$ cat src/rtl/seq_shift_unit.sv
// Multi-cycle SLL/SRA shifter: one power-of-two stage per cycle, MSB stage first.
// Start/ready handshake in; one-cycle result_valid pulse out, result held until the next completion.
module seq_shift_unit #(
    parameter int DATA_W = 32,
    parameter int SH_W   = 5
) (
    input  logic              clock,
    input  logic              reset_n,
    input  logic              start,
    input  logic              op,
    input  logic [DATA_W-1:0] data_in,
    input  logic [SH_W-1:0]   shamt,
    output logic              ready,
    output logic              busy,
    output logic              result_valid,
    output logic [DATA_W-1:0] result
);

    localparam int STEP_W = (SH_W > 1) ? $clog2(SH_W) : 1;
    localparam logic [STEP_W-1:0] LAST_STEP = STEP_W'(SH_W - 1);

    typedef enum logic [1:0] {
        S_IDLE,
        S_RUN,
        S_DONE
    } state_t;

    state_t              r_state;
    logic [DATA_W-1:0]   r_work;
    logic [DATA_W-1:0]   r_result;
    logic                r_op;
    logic [SH_W-1:0]     r_sh;
    logic [STEP_W-1:0]   r_step;
    logic                r_ready;
    logic                r_busy;
    logic                r_valid;

    logic [STEP_W-1:0]   w_k;
    logic [SH_W-1:0]     w_amt;
    logic [DATA_W-1:0]   w_shifted;
    logic                w_accept;

    // Stage index counts down from SH_W-1 to 0 as step counts up.
    assign w_k   = LAST_STEP - r_step;
    assign w_amt = SH_W'(1) << w_k;

    always_comb begin
        w_shifted = r_work;
        if (r_sh[w_k]) begin
            if (r_op) begin
                w_shifted = DATA_W'($signed(r_work) >>> w_amt);
            end else begin
                w_shifted = r_work << w_amt;
            end
        end
    end

    assign w_accept = start && (r_state != S_RUN);

    always_ff @(posedge clock or negedge reset_n) begin
        if (!reset_n) begin
            r_state  <= S_IDLE;
            r_work   <= '0;
            r_result <= '0;
            r_op     <= 1'b0;
            r_sh     <= '0;
            r_step   <= '0;
            r_ready  <= 1'b1;
            r_busy   <= 1'b0;
            r_valid  <= 1'b0;
        end else begin
            case (r_state)
                S_IDLE, S_DONE: begin
                    r_valid <= 1'b0;
                    if (w_accept) begin
                        r_work  <= data_in;
                        r_op    <= op;
                        r_sh    <= shamt;
                        r_step  <= '0;
                        r_state <= S_RUN;
                        r_ready <= 1'b0;
                        r_busy  <= 1'b1;
                    end else begin
                        r_state <= S_IDLE;
                        r_ready <= 1'b1;
                        r_busy  <= 1'b0;
                    end
                end
                S_RUN: begin
                    r_work <= w_shifted;
                    r_step <= r_step + STEP_W'(1);
                    if (r_step == LAST_STEP) begin
                        r_result <= w_shifted;
                        r_state  <= S_DONE;
                        r_ready  <= 1'b1;
                        r_busy   <= 1'b0;
                        r_valid  <= 1'b1;
                    end
                end
                default: begin
                    r_state <= S_IDLE;
                    r_ready <= 1'b1;
                    r_busy  <= 1'b0;
                    r_valid <= 1'b0;
                end
            endcase
        end
    end

    assign ready        = r_ready;
    assign busy         = r_busy;
    assign result_valid = r_valid;
    assign result       = r_result;

endmodule
$ cat config.mk
export PLATFORM = sky130hd
export DESIGN_NAME = seq_shift_unit
export DESIGN_NICKNAME = d
export VERILOG_FILES = /design/src/rtl/seq_shift_unit.sv
export SDC_FILE = /design/constraint.sdc
export NUM_CORES = 1
export LEC_CHECK = 0
export CORE_ASPECT_RATIO = 1.4
export CORE_MARGIN = 4
export CORE_UTILIZATION = 46
export CTS_BUF_LIST = sky130_fd_sc_hd__clkbuf_8
export DETAILED_ROUTE_END_ITERATION = 6
export PLACE_DENSITY = 0.73
export SLEW_MARGIN = 20
export SYNTH_ARGS = -nofsm -noshare
export SYNTH_HDL_FRONTEND = slang
export SYNTH_SLANG_ARGS = --single-unit
export TNS_END_PERCENT = 1
$ cat constraint.sdc
create_clock -name clock -period 3.4 [get_ports clock]
set_clock_uncertainty 0.2 [all_clocks]
set_input_delay 0.68 -clock clock [delete_from_list [all_inputs] [get_ports clock]]
set_output_delay 0.68 -clock clock [all_outputs]
set_load 0.02 [all_outputs]
==> impl_results.md, run 1 <==
* Vias at 10,900
* Max frequency at roughly 290 MHz
* Post-synth top cells: nand2_1, o21ai_0, dfrtp_1
* PortBufs at between 70 and 80
* Starting density of the core at between 40 and 50%
* Top cell type's share of synthesized area at ~23%
* Area post-placement at between 10,000 and 15,000 sq um
* Sequential area share after synthesis at between 20% and 30%
* Measured slew at the worst slew-check pin at approximately 1 ns
* Antenna violations before repair at 0
* WHS at between 0.2 and 0.3 ns
* Post-synthesis cell count at roughly 1,100
* Critical path required time at between 3 and 4 ns
* # setup viols final at 3
* Die height at 168 um
* Top FF cell, synth: dfrtp_1
* DP HPWL at around 36 mm
* Final wirelength at between 40 and 50 mm
* Count leader, synth: nand2_1
* Fin util at 58.9%
* Vias in the first global route at 10,400
* DRT Pass-1 Iters at 7
* Gr usage total at between 40% and 50%
* Row count at between 50 and 60
* Die ar. at just over 20,000 sq um
* Area delta synth->final at 26.0%
* GRT overflow at 0
* Endpoints failing hold at 0
* Outcome: complete, but fails checks
* Clock Latency Late Sink at 0.38 ns
* Fin crit share at 103%
* Critical Path Sink Type: flip-flop
* Via density at 7.47
* Syn Area/Cell at between 7 and 8 sq um
* Pin count of the biggest net entering global routing at a little under 80
* WL per Instance at approximately 33 um
* CTS Root Buffer Type: clkbuf_8
* Min-delay worst type: in2async
* Syn Std Cell Area at about 8400 sq um
* Placer congestion estimate at 1.11
* Clock transition at path regs at 0.09 ns
* Worst setup margin at -0.0989 ns
* Synth warnings at 0
* H-tree levels at 3
* Failing checks: design-rule violations, negative setup slack
* Die extent in x at 122 um
* Final-report max-slew violation count at 0
* Synth async-reset ratio at 100%
* Flip-flop and latch count after synthesis at 77
* Ant diodes at 0
* Max Root-Sink Buffers at 2
* Worst setup path class: reg2reg
* NumNets Final at approximately 1,300
* Post-synth EDFFs at 0
* Largest area contributor in the netlist: dfrtp_1
* Flop2flop setup slack at -0.1 ns
* Dpl ws at -0.290 ns
* CTS tree: built
* Minimum clock period after layout at approximately 3.5 ns
* Synth area leaders: dfrtp_1, o21ai_0, mux2i_1
* Routed Antenna Nets at 0
* Max_cap viols at 0
* Post-CTS setup repair buffer count at 0
* Std-Cell Core Area at around 18,000 sq um
* Clock sinks at slightly below 80
* I/O pin count at between 70 and 80
* Synth cell types at 75
* # fillers at between 1,500 and 2,000
* Drt drc at 1
* Syn_nets at between 1,000 and 1,500
* Startpoint Class: flip-flop
* Worst Path Arrival at about 3.5 ns
* CP Max Fanout at 33
* Slew margin rel. at 32.0%
* RSZ-0062 raised after global routing: true
* DRT iter0 DRCs at between 1,500 and 2,000
* First-pass GRT wire length at approximately 70 mm
* Num CTS Buffers at 9
* Design area at 10,600 sq um
* Share of cells above drive strength 1 at approximately a fifth
-- registers in the layout (all words and copies together), names as in the netlist --
name and cells:
r_state 2, r_sh 5, busy 1, r_op 1, result 32, r_step 3
r_work 32, ready 1
-- critical path, cell delays in order, from the launching register on --
cell      delay, ns
dfrtp_1        0.39
inv_1          0.08
buf_4          0.13
ha_4           0.33
buf_12         0.25
mux2i_1        0.43
o22ai_1        0.21
nor3_1         0.50
o22ai_1        0.22
a211oi_2       0.35
buf_4          0.19
o21ai_0        0.07
-- cell families (layout without fill, tap and decap cells) --
kind of cell / count (synthesis) / in the layout / synth area share, %
AO/OA/AOI/OAI: 415 / 415 / 33.3
adder cells (fa/ha/maj): 7 / 7 / 1.04
buffers and inverters: 152 / 264 / 8.22
flip-flops: 77 / 77 / 22.9
multiplexers: 75 / 75 / 11.6
AND/OR/NAND/NOR: 381 / 381 / 22.9
-- placed cells by master, fill, tap and decap left out, types with 8 or more instances in the layout --
cell / count
a32oi_1: 18
nand2b_1: 24
buf_12: 16
o221ai_1: 12
clkdlybuf4s50_1: 74
nand2_1: 117
buf_4: 137
o21ai_0: 97
a22oi_1: 42
nand3_1: 51
mux2_2: 9
nand3b_1: 10
nor3_1: 21
o211ai_1: 23
a31oi_1: 11
nor2b_1: 11
a211oi_1: 18
clkbuf_8: 9
nand4_1: 14
nor2_1: 66
a22o_1: 8
mux4_2: 17
o31ai_1: 13
inv_1: 19
nor3b_1: 20
a211oi_2: 8
mux2i_1: 49
o22ai_1: 21
a221oi_1: 11
a21oi_1: 61
dfrtp_1: 76
-- routing by layer --
metal,vias up,share of wire [%],GRT usage (%)
met1,5158,36,58.8
met5,-,0,0
met4,0,9.5,30.9
li1,4449,-,-
met3,299,12,11.3
met2,1000,42,67.9
-- what timing repair did --
item | CTS | global route
resized for setup | 8 | 26
hold buffers | 0 | 0
pin swaps | 0 | 3
gates cloned | 0 | 0
endpoints found under the hold margin | 0 | 0
setup endpoints to repair | 11 | 41
-- cell type report --
type / instances / area (sq um) / area share (%)
clock buffer: 9 / 124 / 1.17
clock inverter: 7 / 73.8 / 0.696
inverter: 19 / 71.3 / 0.672
multi-input combinational: 878 / 6000 / 56.6
sequential: 77 / 1930 / 18.2
tap: 240 / 300 / 2.83
timing repair buffer: 229 / 2110 / 19.9
-- worst paths after layout --
path / startpoint / endpoint / cells past startpoint
worst max register to register: r_step[0] / result[18] / 11
min in group clock: r_sh[2] / r_sh[2] / 2
worst min-delay path: reset_n / r_sh[3] / 1
worst max-delay path: r_step[0] / result[18] / 11
worst min register to register: r_sh[2] / r_sh[2] / 2
max in group asynchronous: reset_n / result[3] / 1
-- through the flow --
step | TNS, ns | std cells
3_5_place_dp | -0.879 | 1443
3_3_place_gp | -0.749 | 1443
6_report | -0.190 | 1459
4_1_cts | 0 | 1459
2_1_floorplan | 0 | 1107
5_1_grt | -0.753 | 1459
Power of run 1 is not shown: default switching activity piles up to over one toggle a cycle in this logic, so the estimate is an artifact.
==> run 2: changes to the inputs <==
--- a/config.mk
+++ b/config.mk
@@ -10,7 +10,7 @@
 export CORE_UTILIZATION = 46
 export CTS_BUF_LIST = sky130_fd_sc_hd__clkbuf_8
 export DETAILED_ROUTE_END_ITERATION = 6
-export PLACE_DENSITY = 0.73
+export PLACE_DENSITY_LB_ADDON = 0.15
 export SLEW_MARGIN = 20
 export SYNTH_ARGS = -nofsm -noshare
 export SYNTH_HDL_FRONTEND = slang
==> impl_results.md, run 2 (synthesized netlist as in run 1, its figures left out) <==
* Clock sinks at 77
* Worst flop-to-flop path startpoint: r_step[0]
* RSZ-0062 raised after global routing: true
* Ant diodes at 0
* Worst Path Arrival at about 3.3 ns
* Vias at 10,900
* I/O pin count at 76
* Cell Chain, Critical Path: buf_4 > ha_4 > buf_6 > mux4_2 > or2_2 > nand3_1 > nor2_1 > a2111oi_0 > buf_4 > o21ai_0
* Worst setup path class: reg2reg
* Worst path max stage delay at about 0.5 ns
* Share of cells above drive strength 1 at 19.5%
* Min-delay worst type: in2async
* Worst r2r dst: result[30]
* PortBufs at 75
* # fillers at 1,665
* Minimum clock period after layout at between 3 and 4 ns
* Vias in the first global route at approximately 10,000
* WL per Instance at between 30 and 40 um
* Routed Antenna Nets at 0
* Starting density of the core at ~47%
* Clock Latency Late Sink at approximately 0.36 ns
* Die ar. at ~20,000 sq um
* Endpoints failing hold at 0
* Startpoint Class: flip-flop
* First-pass GRT wire length at a little under 70 mm
* R2R depth at 10
* Slew margin rel. at 33.1%
* Flop2flop setup slack at 0.08 ns
* Area post-placement at slightly above 10,000 sq um
* Critical Path Sink Type: flip-flop
* Design area at 10,600 sq um
* Outcome: finished clean
* Drt drc at 0
* CP bufs+invs at 3
* Cell mode on critical path: buf_4
* CTS Root Buffer Type: clkbuf_8
* CP Max Fanout at 23
* H-tree levels at 3
* Final wirelength at between 40 and 50 mm
* Placer congestion estimate at ~1.1
* DP HPWL at approximately 35 mm
* Most frequent cells in the layout: buf_4, nand2_1, o21ai_0, dfrtp_1, clkdlybuf4s50_1
* Max_cap viols at 0
* Std-Cell Core Area at 18,000 sq um
* Gr usage total at a little under half
* Row count at 58
* DRT iter0 DRCs at ~1,800
* Clock transition at path regs at approximately 0.090 ns
* Commonest non-fill, non-tap cell in the layout: buf_4
* Die height at roughly 170 um
* Fin crit share at 97.6%
* Area delta synth->final at 25.7%
* Dpl ws at -0.174 ns
* CTS tree: built
* Die extent in x at about 120 um
* Via density at approximately 7.5
* CP max stage cell: mux4_2
* Critical path required time at roughly 3.4 ns
* DRT Pass-1 Iters at 6
* Post-route setup TNS at 0 ns
* Antenna violations before repair at 0
* GRT overflow at 0
* NumNets Final at between 1,000 and 1,500
* Final-report max-slew violation count at 0
* Fin util at 58.8%
* CP top delay family: buffers and inverters
* Worst setup margin at between 0.08 and 0.09 ns
* Num CTS Buffers at 9
* Max Root-Sink Buffers at 2
* Pin count of the biggest net entering global routing at 78
* Measured slew at the worst slew-check pin at 1.00 ns
* Max frequency at about 300 MHz
* # setup viols final at 0
## run 2: cell count changes in the layout (fill, tap and decap cells not counted), sizes merged
cell,delta
buf,-1
bufinv,+1
clkbuf,+1
clkinv,+2
clkinvlp,-2
inv,-2
## run 2: per-stage QoR
stage	std cells	hold slack, ns
detailed placement	1442	0.267
global placement	1442	0.254
floorplan	1107	0.184
CTS	1458	0.289
finish	1458	0.260
global route	1458	0.322
## run 2: final cells by class
type	count	area [sq um]	area share, %
inverter	19	71.3	0.674
tap	240	300	2.84
multi-input combinational	878	5960	56.4
sequential	77	1930	18.2
clock inverter	6	88.8	0.840
clock buffer	10	138	1.30
timing repair buffer	228	2090	19.7
## run 2: worst max-delay path by stage
| stage | slack (ns) | cells past startpoint | end | start |
|---|---|---|---|---|
| floorplan | 0.31 | 11 | result[4] | r_step[0] |
| global placement | -0.13 | 11 | result[12] | r_step[0] |
| detailed placement | -0.17 | 11 | result[12] | r_step[1] |
| CTS | 0.06 | 11 | result[27] | r_step[1] |
| global route | -0.04 | 11 | result[27] | r_step[1] |
| finish | 0.08 | 10 | result[30] | r_step[0] |
## run 2: timing repair
| item | CTS | global route |
|---|---|---|
| buffers inserted | 0 | 0 |
| gates resized for setup | 4 | 21 |
| endpoints found under the setup margin | 11 | 27 |
| hold buffers | 0 | 0 |
## run 2: per-layer routing
metal | GRT usage [%] | vias up | share of wire, %
met3 | 12.4 | 321 | 13
met2 | 66.1 | 1046 | 42
met1 | 58.3 | 5129 | 36
met4 | 32.6 | 0 | 9.7
li1 | - | 4447 | -
met5 | 0 | - | 0
## run 2: worst register-to-register path, stage by stage (launching register included)
cell       delay (ns)
dfrtp_1          0.35
buf_4            0.18
ha_4             0.34
buf_6            0.26
mux4_2           0.51
or2_2            0.32
nand3_1          0.23
nor2_1           0.07
a2111oi_0        0.44
buf_4            0.20
o21ai_0          0.07
Power of run 2 is left out for the same reason.
